### config.mk
export PLATFORM = sky130hd
export DESIGN_NAME = wb_arbiter
export DESIGN_NICKNAME = d
export VERILOG_FILES = /design/src/rtl/cpu_pkg.sv /design/src/rtl/wb_fifo.sv /design/src/rtl/wb_arbiter.sv
export SDC_FILE = /design/constraint.sdc
export NUM_CORES = 1
export LEC_CHECK = 0
export ABC_AREA = 1
export CORE_UTILIZATION = 55
export CTS_BUF_LIST = sky130_fd_sc_hd__clkbuf_8
export DETAILED_ROUTE_END_ITERATION = 7
export PLACE_DENSITY = 0.92
export SLEW_MARGIN = 20
export SYNTH_ARGS = -nofsm -noshare
export SYNTH_HDL_FRONTEND = slang
export SYNTH_SLANG_ARGS = --single-unit
### constraint.sdc
create_clock -name clk -period 3 [get_ports clk]
set_input_delay 0.6 -clock clk [delete_from_list [all_inputs] [get_ports clk]]
set_output_delay 0.6 -clock clk [all_outputs]
set_load 0.05 [all_outputs]
### src/rtl/cpu_pkg.sv
// Shared CPU definitions used by the writeback path.
package cpu_pkg;
  localparam int XLEN = 32;
  localparam int REG_ADDR_W = 5;
  localparam int NUM_GPR = 32;
  localparam logic [REG_ADDR_W-1:0] REG_ZERO = 5'd0;

  typedef enum logic [1:0] {
    GNT_NONE,
    GNT_ALU,
    GNT_FIFO
  } grant_e;
endpackage

### src/rtl/wb_fifo.sv
// Synchronous FIFO buffering load results ({wreg, wdata}) ahead of writeback.
module wb_fifo #(
  parameter int WIDTH = 37,
  parameter int DEPTH = 4,
  localparam int PTR_W = $clog2(DEPTH),
  localparam int CNT_W = PTR_W + 1
) (
  input  logic             clk,
  input  logic             rst,
  input  logic             push,
  input  logic             pop,
  input  logic [WIDTH-1:0] push_data,
  output logic [WIDTH-1:0] head_data,
  output logic             full,
  output logic             empty,
  output logic [CNT_W-1:0] count
);
  logic [WIDTH-1:0] mem [DEPTH];
  logic [PTR_W-1:0] rd_ptr;
  logic [PTR_W-1:0] wr_ptr;
  logic             do_push;
  logic             do_pop;

  assign full      = (count == CNT_W'(DEPTH));
  assign empty     = (count == '0);
  assign do_push   = push && !full;
  assign do_pop    = pop && !empty;
  assign head_data = mem[rd_ptr];

  // Storage needs no reset; occupancy is tracked by the pointers and count.
  always_ff @(posedge clk) begin
    if (do_push) mem[wr_ptr] <= push_data;
  end

  always_ff @(posedge clk or posedge rst) begin
    if (rst) begin
      rd_ptr <= '0;
      wr_ptr <= '0;
      count  <= '0;
    end else begin
      if (do_push) wr_ptr <= wr_ptr + 1'b1;
      if (do_pop)  rd_ptr <= rd_ptr + 1'b1;
      case ({do_push, do_pop})
        2'b10:   count <= count + 1'b1;
        2'b01:   count <= count - 1'b1;
        default: count <= count;
      endcase
    end
  end
endmodule

### src/rtl/wb_arbiter.sv
// Writeback arbiter: merges ALU and buffered load results onto the single GPR
// write port, with starvation relief for loads and a busy scoreboard for issue.
module wb_arbiter #(
  parameter int XLEN = cpu_pkg::XLEN,
  parameter int FIFO_DEPTH = 4,
  parameter int STARVE_LIMIT = 3,
  localparam int CNT_W = $clog2(FIFO_DEPTH) + 1
) (
  input  logic                          clk,
  input  logic                          rst,
  input  logic                          alu_valid,
  input  logic [cpu_pkg::REG_ADDR_W-1:0] alu_wreg,
  input  logic [XLEN-1:0]               alu_wdata,
  output logic                          alu_stall,
  input  logic                          ld_valid,
  output logic                          ld_ready,
  input  logic [cpu_pkg::REG_ADDR_W-1:0] ld_wreg,
  input  logic [XLEN-1:0]               ld_wdata,
  input  logic                          iss_valid,
  input  logic [cpu_pkg::REG_ADDR_W-1:0] iss_wreg,
  output logic [cpu_pkg::NUM_GPR-1:0]   busy,
  output logic [cpu_pkg::REG_ADDR_W-1:0] wreg,
  output logic [XLEN-1:0]               wdata,
  output logic                          w_en,
  output logic [CNT_W-1:0]              fifo_count
);
  import cpu_pkg::*;

  localparam int STARVE_W = $clog2(STARVE_LIMIT + 1);
  localparam int ENTRY_W  = REG_ADDR_W + XLEN;

  logic                  fifo_empty;
  logic                  fifo_full;
  logic                  push;
  logic                  pop;
  logic [ENTRY_W-1:0]    head_data;
  logic [REG_ADDR_W-1:0] head_wreg;
  logic [XLEN-1:0]       head_wdata;

  grant_e                grant;
  logic [REG_ADDR_W-1:0] sel_wreg;
  logic [XLEN-1:0]       sel_wdata;
  logic                  commit;
  logic [STARVE_W-1:0]   starve_cnt;
  logic [STARVE_W-1:0]   starve_next;
  logic                  stall_next;
  logic [NUM_GPR-1:0]    busy_next;

  assign ld_ready = !fifo_full;
  assign push     = ld_valid && ld_ready;
  assign {head_wreg, head_wdata} = head_data;

  wb_fifo #(
    .WIDTH(ENTRY_W),
    .DEPTH(FIFO_DEPTH)
  ) u_fifo (
    .clk       (clk),
    .rst       (rst),
    .push      (push),
    .pop       (pop),
    .push_data ({ld_wreg, ld_wdata}),
    .head_data (head_data),
    .full      (fifo_full),
    .empty     (fifo_empty),
    .count     (fifo_count)
  );

  always_comb begin
    grant       = GNT_NONE;
    pop         = 1'b0;
    sel_wreg    = alu_wreg;
    sel_wdata   = alu_wdata;
    starve_next = starve_cnt;
    stall_next  = 1'b0;

    // A stall cycle only exists while the FIFO holds the entry that starved.
    if (alu_stall)        grant = GNT_FIFO;
    else if (alu_valid)   grant = GNT_ALU;
    else if (!fifo_empty) grant = GNT_FIFO;

    if (grant == GNT_FIFO) begin
      pop       = 1'b1;
      sel_wreg  = head_wreg;
      sel_wdata = head_wdata;
    end

    if (grant == GNT_ALU && !fifo_empty) begin
      if (starve_cnt == STARVE_W'(STARVE_LIMIT - 1)) begin
        starve_next = '0;
        stall_next  = 1'b1;
      end else begin
        starve_next = starve_cnt + 1'b1;
      end
    end else begin
      starve_next = '0;
    end

    commit = (grant != GNT_NONE) && (sel_wreg != REG_ZERO);

    // Clear on commit first so a same-edge issue to that register wins.
    busy_next = busy;
    if (commit) busy_next[sel_wreg] = 1'b0;
    if (iss_valid && iss_wreg != REG_ZERO) busy_next[iss_wreg] = 1'b1;
    busy_next[REG_ZERO] = 1'b0;
  end

  always_ff @(posedge clk or posedge rst) begin
    if (rst) begin
      starve_cnt <= '0;
      alu_stall  <= 1'b0;
      w_en       <= 1'b0;
      wreg       <= '0;
      wdata      <= '0;
      busy       <= '0;
    end else begin
      starve_cnt <= starve_next;
      alu_stall  <= stall_next;
      w_en       <= commit;
      busy       <= busy_next;
      if (grant != GNT_NONE) begin
        wreg  <= sel_wreg;
        wdata <= sel_wdata;
      end
    end
  end
endmodule

Word-level counts from Yosys, hierarchy flattened:

Memories as Yosys holds them, arrays and structs flattened.
Cells that the tools add are included.
Widths: inputs -> output; s select.

* output and inout bits: 75
* flip-flop bits (word level): 79
* memories kept: 1
* input bits: 84
* bits in latches: 0
* logic and storage cells: 62
* memory bits (read-only): 0
* bits in writable memories: 148

* add/subtract/negate cells: 5
* reduce and logical (&&, ||, !) cells: 15
* $mul: 0
* mux-type cells: 19
* equal/unequal tests: 6
* shift-type cells: 0
* bitwise operators: 3
* $lt $le $gt $ge: 4
* div/mod/pow operators: 0

Memories
* u_fifo.mem: depth 4, width 37, rd ports 1, clocked after Yosys merged registers in 0, wr ports 1, RTL line wb_fifo.sv:18 `logic [WIDTH-1:0] mem [DEPTH];`

Operators by type and width (count)
* $mux 32: 3
* $and 32x32->32: 1
* $not 32->32: 1
* $or 32x32->32: 1
* $lt 5x6->1 const B: 2
* $demux 1 s5: 2
* $ge 5x1->1 const B: 2
* $mux 2: 5
* $reduce_bool 5->1: 2
* $logic_and 1x1->1: 8
* $mux 1: 7
* $add 2x1->2 const B: 3
* $eq 2x2->1 const B: 3
* $pmux 3 s2: 1
* $mux 5: 1
* $eq 2x1->1 const B: 2
* $reduce_bool 2->1: 2
* $add 3x1->3 const B: 1
* $eq 3x3->1 const B: 1
* $logic_not 3->1: 1
* $sub 3x1->3 const B: 1
* $logic_not 1->1: 2

Depth between registers and ports, before layout:

Gate-level depths: netlist of run 1.

* depth after elaboration: 15
* depth in mapped cells: 12

Modules after synthesis:

A second synthesis of run 1 with hierarchy kept.

* cells, all modules: 966
* area, all modules: 10029.6 um^2

Modules (own cells, without submodules)
* wb_fifo: area an instance 6348.6 um^2, times used 1, cells each 494, sequential area each 4619.4 um^2
* wb_arbiter: area an instance 3681.0 um^2, times used 1, cells each 472, sequential area each 1801.7 um^2

Worst setup path before layout of run 1:

Ideal clock, no wire load.

* path type: reg2reg
* start: register u_fifo.count[0]
* end: memory u_fifo.mem[0][0], enable pin
* required time: 2569 ps
* data arrival time: 3080 ps
* cell stages (with the launch flop): 5
* setup slack: -512 ps
* period minus slack after synthesis: 3512 ps
* path buffers: 0
* library setup time: 431 ps
* cells stage by stage: dfrtp_1 > nor2_4 > nand2_1 > nand2_1 > nor2_1

* longest elaborated chain between the ends: 6

RTL lines
* from (decl): RTL line wb_fifo.sv:16 `output logic [CNT_W-1:0] count`
* from (signal assigned): RTL line wb_fifo.sv:44 `2'b10: count <= count + 1'b1;`
* from (signal assigned): RTL line wb_fifo.sv:45 `2'b01: count <= count - 1'b1;`
* from (signal assigned): RTL line wb_fifo.sv:46 `default: count <= count;`
* $eq 3x3->1 (*): RTL line wb_fifo.sv:24 `assign full = (count == CNT_W'(DEPTH));`
* $logic_not 1->1 (*): RTL line wb_arbiter.sv:49 `assign ld_ready = !fifo_full;`
* net ld_ready: RTL line wb_arbiter.sv:16 `output logic ld_ready,`
* $logic_and 1x1->1: RTL line wb_arbiter.sv:50 `assign push = ld_valid && ld_ready;`
* $logic_and 1x1->1 (*): RTL line wb_fifo.sv:26 `assign do_push = push && !full;`
* $mux 1 (*): RTL line wb_fifo.sv:32 `if (do_push) mem[wr_ptr] <= push_data;`
* $mux 1 (implied by the code) (*): RTL line wb_fifo.sv:32
* to (decl): RTL line wb_fifo.sv:18

The timed path passes the listed nets; every way through them passes the cells marked *.

Final worst setup path of run 1:

* start: register u_fifo.count[0]
* end: output ld_ready

* longest elaborated chain between the ends: 2

RTL lines (RTL line)
* $eq 3x3->1: wb_fifo.sv:24
* $logic_not 1->1: wb_arbiter.sv:49
* to (decl): wb_arbiter.sv:16

No other way between the ends.

==> qor.yml, run 1 <==
floorplan:
  start_util_pct: 56.5
  die_x_um: 133
  die-area_um2: 17600
  ios: 159
  core_um2: 16600
  rows: 47
  die_y_um: 133
sta:
  skew_ps: 26.9
  period_share_pct: 85.1
  max_slew.worst_pin.slew_ps: 769
  finalMaxSlewViolations: 0
  period_minus_slack_ps: 2550
  rsz0062_at_grt: "no"
  slew_headroom_pct: 48.8
  finalSetupTns_ps: 0
  fmax_ghz: 0.392
  finalSetupViolCount: 0
  hold_viol: 0
clock_tree:
  insertion_delay_ps: 540
  cts.path.max_buffers: 3
  cts_htree_levels: 2
  cts_root_buf: "clkbuf_8"
  postCtsHoldBufs: 0
  path_clk_slew_ps: 60
  cts_buffers: 37
  ctsResizeCount: 0
  post_cts_buffers: 0
  tritoncts: "yes"
  clkSinkCount: 227
grt:
  grt_overflow: 0
  grt_first_pass_wirelength_um: 36100
  first_global_vias: 7166
  track_usage_pct: 26.5
  antenna_found_initial: 0
  grt_max_degree: 76
route:
  wl_per_cell_um: 18.0
  routed-via-count: 7128
  ant_nets: 0
  routed_via_density: 5.55
  route.detailed.drc: 0
  wl_um: 23100
  drtIter0Drc: 723
  dr.pass1.iters: 5
placement:
  dp_cells: 1220
  dpl.hpwl_um: 14400
  io_buffer_count: 157
  gp_congestion: 0.927
synthesis:
  ys_seq_area_share_pct: 68.2
  synth_edf_count: 148
  synth_warnings: 0
  avgSynthCellArea_um2: 11.0
  ys_seq_elements: 227
  syn_area_um2: 9410
  synth_nets: 948
  synth-main-ff-cell: "edfxtp_1"
  synthCells: 858
  synth.distinct_cells: 30
  async_reset_ff_share_pct: 34.8
pwr:
  p_per_area_nw_per_um2: 1110
  p_clk_share_pct: 18.3
  ir_worst_vdd_uv: 776
  comb_power_share_pct: 46.1
  p_switching_mw: 5.90
  p_leak_nw: 4.76
  p_seq_share_pct: 35.5
  p_sw_share_pct: 44.3
  p_int_mw: 7.43
finish:
  utilization_pct: 72.0
  layout.nets: 1129
  insertedDiodeCount: 0
  final_cell_count_no_fill: 1285
  drive_gt1_share_pct: 11.0
  syn_to_final_growth_pct: 27.4
  fillers: 1073
flow_run:
  cap_violations: 0
worst_setup_path:
  r2r_cells: 10
  criticalPathCategory: "reg2out"
  cp.required_ps: 2400
  end_kind: "output port"
  cp_max_fo: 4
  startpoint_type: "flop"
  critPathArrivalTime_ps: 1950
min_path:
  min_path_cells: 1
  worstHoldPathType: "reg2reg"
run_status:
  status: "completed"
state kept, by name, indices dropped and copies added (netlist names), 2 cells and up:
name and flops:
wreg 5, u_fifo.wr_ptr 2, u_fifo.mem 148, starve_cnt 2, u_fifo.count 3, u_fifo.rd_ptr 2
busy 31, wdata 32
cell type report:
type | count | area, µm² | share of cell area [%]
clock buffer | 40 | 551 | 4.59
clock inverter | 25 | 124 | 1.03
inverter | 51 | 193 | 1.61
multi-input combinational | 542 | 2630 | 21.9
sequential | 227 | 6420 | 53.6
tap | 220 | 275 | 2.30
timing repair buffer | 180 | 1790 | 15.0
worst paths after layout:
kind	slack [ps]	start	to
min	440	starve_cnt[1]	starve_cnt[0]
max in group asynchronous	1940	rst	wdata[3]
min reg2reg	440	starve_cnt[1]	starve_cnt[0]
max	450	u_fifo.count[0]	ld_ready
min in group asynchronous	450	rst	wreg[3]
max reg2reg	730	u_fifo.rd_ptr[0]	busy[7]
critical path, stage by stage, from the launching register on:
cell	delay (ps)
dfrtp_1	440
nor2_4	190
nand2_1	90
clkdlybuf4s50_1	710
metrics by stage:
step	power, mW	area [µm²]	hold slack [ps]	setup slack, ps
detailed placement	10.9	11300	429	424
floorplan	8.84	9410	412	-512
CTS	13.4	12000	436	412
global route	14.0	12000	447	379
global placement	10.7	11300	419	476
finish	13.3	12000	440	447
metal layers:
| layer | part of all wire, % | track usage, % |
|---|---|---|
| met5 | 0 | 0 |
| met4 | 3.0 | 12.5 |
| met3 | 8.0 | 5.17 |
| met2 | 51 | 45.8 |
| met1 | 38 | 32.2 |
power groups by stage:
stage,sequential [mW],clock [mW],combinational [mW]
after global placement,4.76,0,5.91
after CTS,4.74,2.49,6.14
after detailed placement,4.78,0,6.09
after floorplan,6.45,0,2.39
after global routing,4.82,2.62,6.54
final,4.74,2.45,6.15
Yosys cell counts, types with 5 or more instances:
cell / count / area, µm²
buf_2: 11 / 55.1
ha_1: 5 / 62.6
nand2_2: 11 / 68.8
o21ai_1: 8 / 40.0
nand2_4: 5 / 56.3
nor3_1: 12 / 60.1
nand3_2: 7 / 70.1
nor2_1: 107 / 402
inv_1: 44 / 165
clkbuf_1: 20 / 75.1
inv_2: 7 / 26.3
a21oi_1: 63 / 315
nand3_1: 10 / 50.1
o21ai_0: 79 / 395
o22ai_1: 32 / 200
dfrtp_1: 79 / 1980
nand2_1: 184 / 691
edfxtp_1: 148 / 4440
nor2_4: 6 / 67.6
cell usage in the layout, fill, tap and decap left out, types with 2 or more instances in the layout:
cell | Yosys | layout
a21oi_1 | 63 | 63
buf_12 | 0 | 4
buf_4 | 2 | 19
clkbuf_8 | 0 | 40
clkdlybuf4s50_1 | 0 | 157
clkinv_2 | 0 | 2
dfrtp_1 | 79 | 78
edfxtp_1 | 148 | 148
ha_1 | 5 | 5
inv_1 | 44 | 62
inv_2 | 7 | 7
nand2_1 | 184 | 184
nand2_2 | 11 | 11
nand2_4 | 5 | 5
nand3_1 | 10 | 10
nand3_2 | 7 | 7
nor2_1 | 107 | 103
nor2_2 | 3 | 3
nor2_4 | 6 | 10
nor3_1 | 12 | 12
o21ai_0 | 79 | 79
o21ai_1 | 8 | 8
o21ai_2 | 3 | 3
o22ai_1 | 32 | 32
xor2_1 | 3 | 3
kinds of logic after synthesis:
logic type / Yosys count / synth area share [%]
AO/OA/AOI/OAI: 185 / 10.4
XOR/XNOR: 4 / 0.372
adder cells (fa/ha/maj): 6 / 0.878
buffers and inverters: 89 / 4.13
flip-flops: 227 / 68.2
other: 1 / 0.0399
AND/OR/NAND/NOR: 346 / 16.0
Power figures use the tool's default switching activity.
==> run 2: changes to the inputs <==
--- a/config.mk
+++ b/config.mk
@@ -5,7 +5,6 @@
 export SDC_FILE = /design/constraint.sdc
 export NUM_CORES = 1
 export LEC_CHECK = 0
-export ABC_AREA = 1
 export CORE_UTILIZATION = 55
 export CTS_BUF_LIST = sky130_fd_sc_hd__clkbuf_8
 export DETAILED_ROUTE_END_ITERATION = 7
@@ -13,4 +12,5 @@
 export SLEW_MARGIN = 20
 export SYNTH_ARGS = -nofsm -noshare
 export SYNTH_HDL_FRONTEND = slang
+export SYNTH_HIERARCHICAL = 1
 export SYNTH_SLANG_ARGS = --single-unit
==> run 2 against run 1 <==
  * Critical path depth stayed put
  * Clock skew is 2.1 ps lower
  * Setup slack lost 240 ps
  * Largest power group unchanged
  * Cell count decreased by 21%
==> qor.yml, run 2 <==
sta:
  holdWs_ps: 382  # -58.5 ps
  max_slew.worst_pin.slew_ps: 778  # +9.45 ps
  slew_headroom_pct: 48.1  # -0.71 points
  finalMaxSlewViolations: 0  # unchanged
  hold_viol: 0  # unchanged
  finalSetupViolCount: 0  # unchanged
  period_minus_slack_ps: 2790  # +237 ps
  rsz0062_at_grt: "no"
  fmax_ghz: 0.358  # -8.5%
  period_share_pct: 93.0  # +7.9 points
  finalSetupTns_ps: 0  # unchanged
  skew_ps: 24.8  # -2.11 ps
clock_tree:
  tritoncts: "yes"
  ctsResizeCount: 0  # unchanged
  cts_buffers: 35  # -5.4%
  path_clk_slew_ps: 80  # +20 ps
  cts.path.max_buffers: 3  # unchanged
  insertion_delay_ps: 530  # about the same
  post_cts_buffers: 0  # unchanged
  cts_root_buf: "clkbuf_8"
  postCtsHoldBufs: 0  # unchanged
  cts_htree_levels: 2  # unchanged
  clkSinkCount: 227  # unchanged
synthesis:
  ys_seq_area_share_pct: 68.8  # +0.59 points
  synth_common_cells: "edfxtp_1, dfrtp_1, o21ai_0"
  ys_seq_elements: 227  # unchanged
  yosysTopAreaCell: "edfxtp_1"
  syn_area_um2: 9330  # -0.85%
  synth_nets: 689  # -27%
  synth-main-ff-cell: "edfxtp_1"
  synth.distinct_cells: 52  # +73%
  synth.most_common_cell: "edfxtp_1"
  synthCells: 599  # -30%
  avgSynthCellArea_um2: 15.6  # +42%
  async_reset_ff_share_pct: 34.8  # unchanged
  netlist.area_leader.share_pct: 47.6  # +0.41 points
  synth_area_leaders: "edfxtp_1, dfrtp_1, mux4_2"
  synth_edf_count: 148  # unchanged
  synth_warnings: 6  # +6
grt:
  antenna_found_initial: 1  # +1
  track_usage_pct: 26.3  # -0.21 points
  first_global_vias: 6304  # -12%
  grt_max_degree: 42  # -45%
  grt_first_pass_wirelength_um: 34900  # -3.4%
  grt_overflow: 0  # unchanged
floorplan:
  ios: 159  # unchanged
  core_um2: 16600  # -0.35%
  die_y_um: 132  # -0.42%
  rows: 47  # unchanged
  start_util_pct: 56.3  # -0.28 points
  die-area_um2: 17500  # -0.84%
  die_x_um: 132  # -0.42%
finish:
  drive_gt1_share_pct: 16.4  # +5.4 points
  reg_top3: "u_fifo/mem: 148 flops, wdata: 32 flops, busy: 31 flops"
  largest_reg_flops: 148  # unchanged
  syn_to_final_growth_pct: 26.6
  final_cell_mix: "clkdlybuf4s50_1, edfxtp_1, dfrtp_1"
  layout_commonest_cell: "clkdlybuf4s50_1"
  layout.nets: 863  # -24%
  top_register: "u_fifo/mem"
  finalInstanceArea_um2: 11800  # -1.5%
route:
  drtIter0Drc: 626  # -13%
  routed_via_density: 6.08  # +9.7%
  routed-via-count: 6211  # -13%
  ant_nets: 0  # unchanged
  wl_per_cell_um: 22.0  # +22%
  dr.pass1.iters: 5  # unchanged
  wl_um: 22500  # -2.7%
  route.detailed.drc: 0  # unchanged
worst_setup_path:
  cp.required_ps: 2400  # about the same
  rrSetupSlack_ps: 410  # -320 ps
  path_cells: "nor3b_2 > inv_1 > clkdlybuf4s50_1"
  critPathArrivalTime_ps: 2190  # +240 ps
  criticalPathCategory: "reg2out"
  crit_buf_inv: 2  # +1
  cp_slowest_stage_delay_ps: 720  # about the same
  cp_top_family: "buffers and inverters"
  crit_slowest_cell: "clkdlybuf4s50_1"
  reg2reg_to: "u_fifo/count[2]"
  end_kind: "output port"
  rr_startpoint: "u_fifo/count[0]"
  r2r_cells: 11  # +1
  startpoint_type: "flop"
  cp_max_fo: 6  # +2
pwr:
  ir_worst_vdd_uv: 656  # -15%
  totalPowerFinal_mw: 12.3  # -7.8%
  p_leak_nw: 4.35  # -8.7%
  p_per_area_nw_per_um2: 1040  # -6.4%
placement:
  place_area_um2: 11100  # -1.5%
  dpl.hpwl_um: 14900  # +3.1%
  gp_congestion: 0.853  # -8.0%
  io_buffer_count: 157  # unchanged
min_path:
  worstHoldPathType: "in2async"
run_status:
  status: "completed"
flow_run:
  cap_violations: 0  # unchanged
-- run 2: cell count changes in the layout (fill, tap and decap cells not counted), sizes merged, moves of 33 or more --
cell / previous run / this run
a21oi: 63 / 11
nor2: 116 / 14
nand2: 200 / 47
inv: 71 / 36
mux4: 0 / 37
a22oi: 0 / 33
-- run 2: metal layers --
| layer | part of all wire, % | wire length [µm] | track usage, % | vias to the layer above |
|---|---|---|---|---|
| met5 | 0 | 0 | 0 | - |
| met4 | 2.6 | 577 | 10.4 | 0 |
| met3 | 10 | 2270 | 6.54 | 59 |
| met2 | 49 | 10900 | 42.2 | 444 |
| met1 | 39 | 8700 | 35.1 | 3043 |
| li1 | - | - | - | 2665 |
-- run 2: how the worst max path moves through the flow --
stage | startpoint | end | slack [ps] | depth (start not counted)
final | u_fifo/count[0] | ld_ready | 210 | 3
after global routing | u_fifo/count[0] | ld_ready | 150 | 3
after CTS | u_fifo/count[0] | ld_ready | 210 | 3
after detailed placement | ld_valid | u_fifo/count[2] | 380 | 10
after global placement | ld_valid | u_fifo/count[2] | 470 | 10
after floorplan | u_fifo/count[0] | u_fifo/count[2] | 10 | 13
-- run 2: cell type report --
cell class,instances,area [µm²]
diodes,1,2.50
clock buffers,36,495
clock inverters,28,176
fillers,1008,4770
inverters,26,103
multi-input cells,311,2620
flip-flops and latches,227,6420
well taps,220,275
repair buffers,172,1710
-- run 2: stage by stage --
stage                     std cells  setup WS, ps  util [%]
after global routing           1021           149      71.2
after CTS                      1020           213      71.2
after global placement          956           472      67.2
after detailed placement        956           380      67.2
final                          1021           210      71.2
after floorplan                 599          9.57         -
-- run 2: worst reg2reg max path, delay by kind of cell, from the launching register on --
kind,cells,cell delay (ps)
adders and majority gates,2,600
buffers and inverters,3,400
DFF,1,470
xor gates and xnor gates,2,330
AOI/OAI and AO/OA,2,500
and+or+nand+nor,2,200
-- run 2: power breakdown --
group	leakage [nW]	internal, mW	switching [mW]
Combinational	1.71	1.88	3.19
Clock	0.382	1.30	1.19
Sequential	2.26	4.24	0.491
-- run 2: logic make-up after synthesis --
logic type | Yosys count | synth area share, %
other | 1 | 0.0402
muxes | 50 | 10.5
xor gates and xnor gates | 6 | 0.563
AOI/OAI and AO/OA | 134 | 9.47
and+or+nand+nor | 114 | 6.50
DFF | 227 | 68.8
buffers and inverters | 61 | 3.19
adders and majority gates | 6 | 0.885
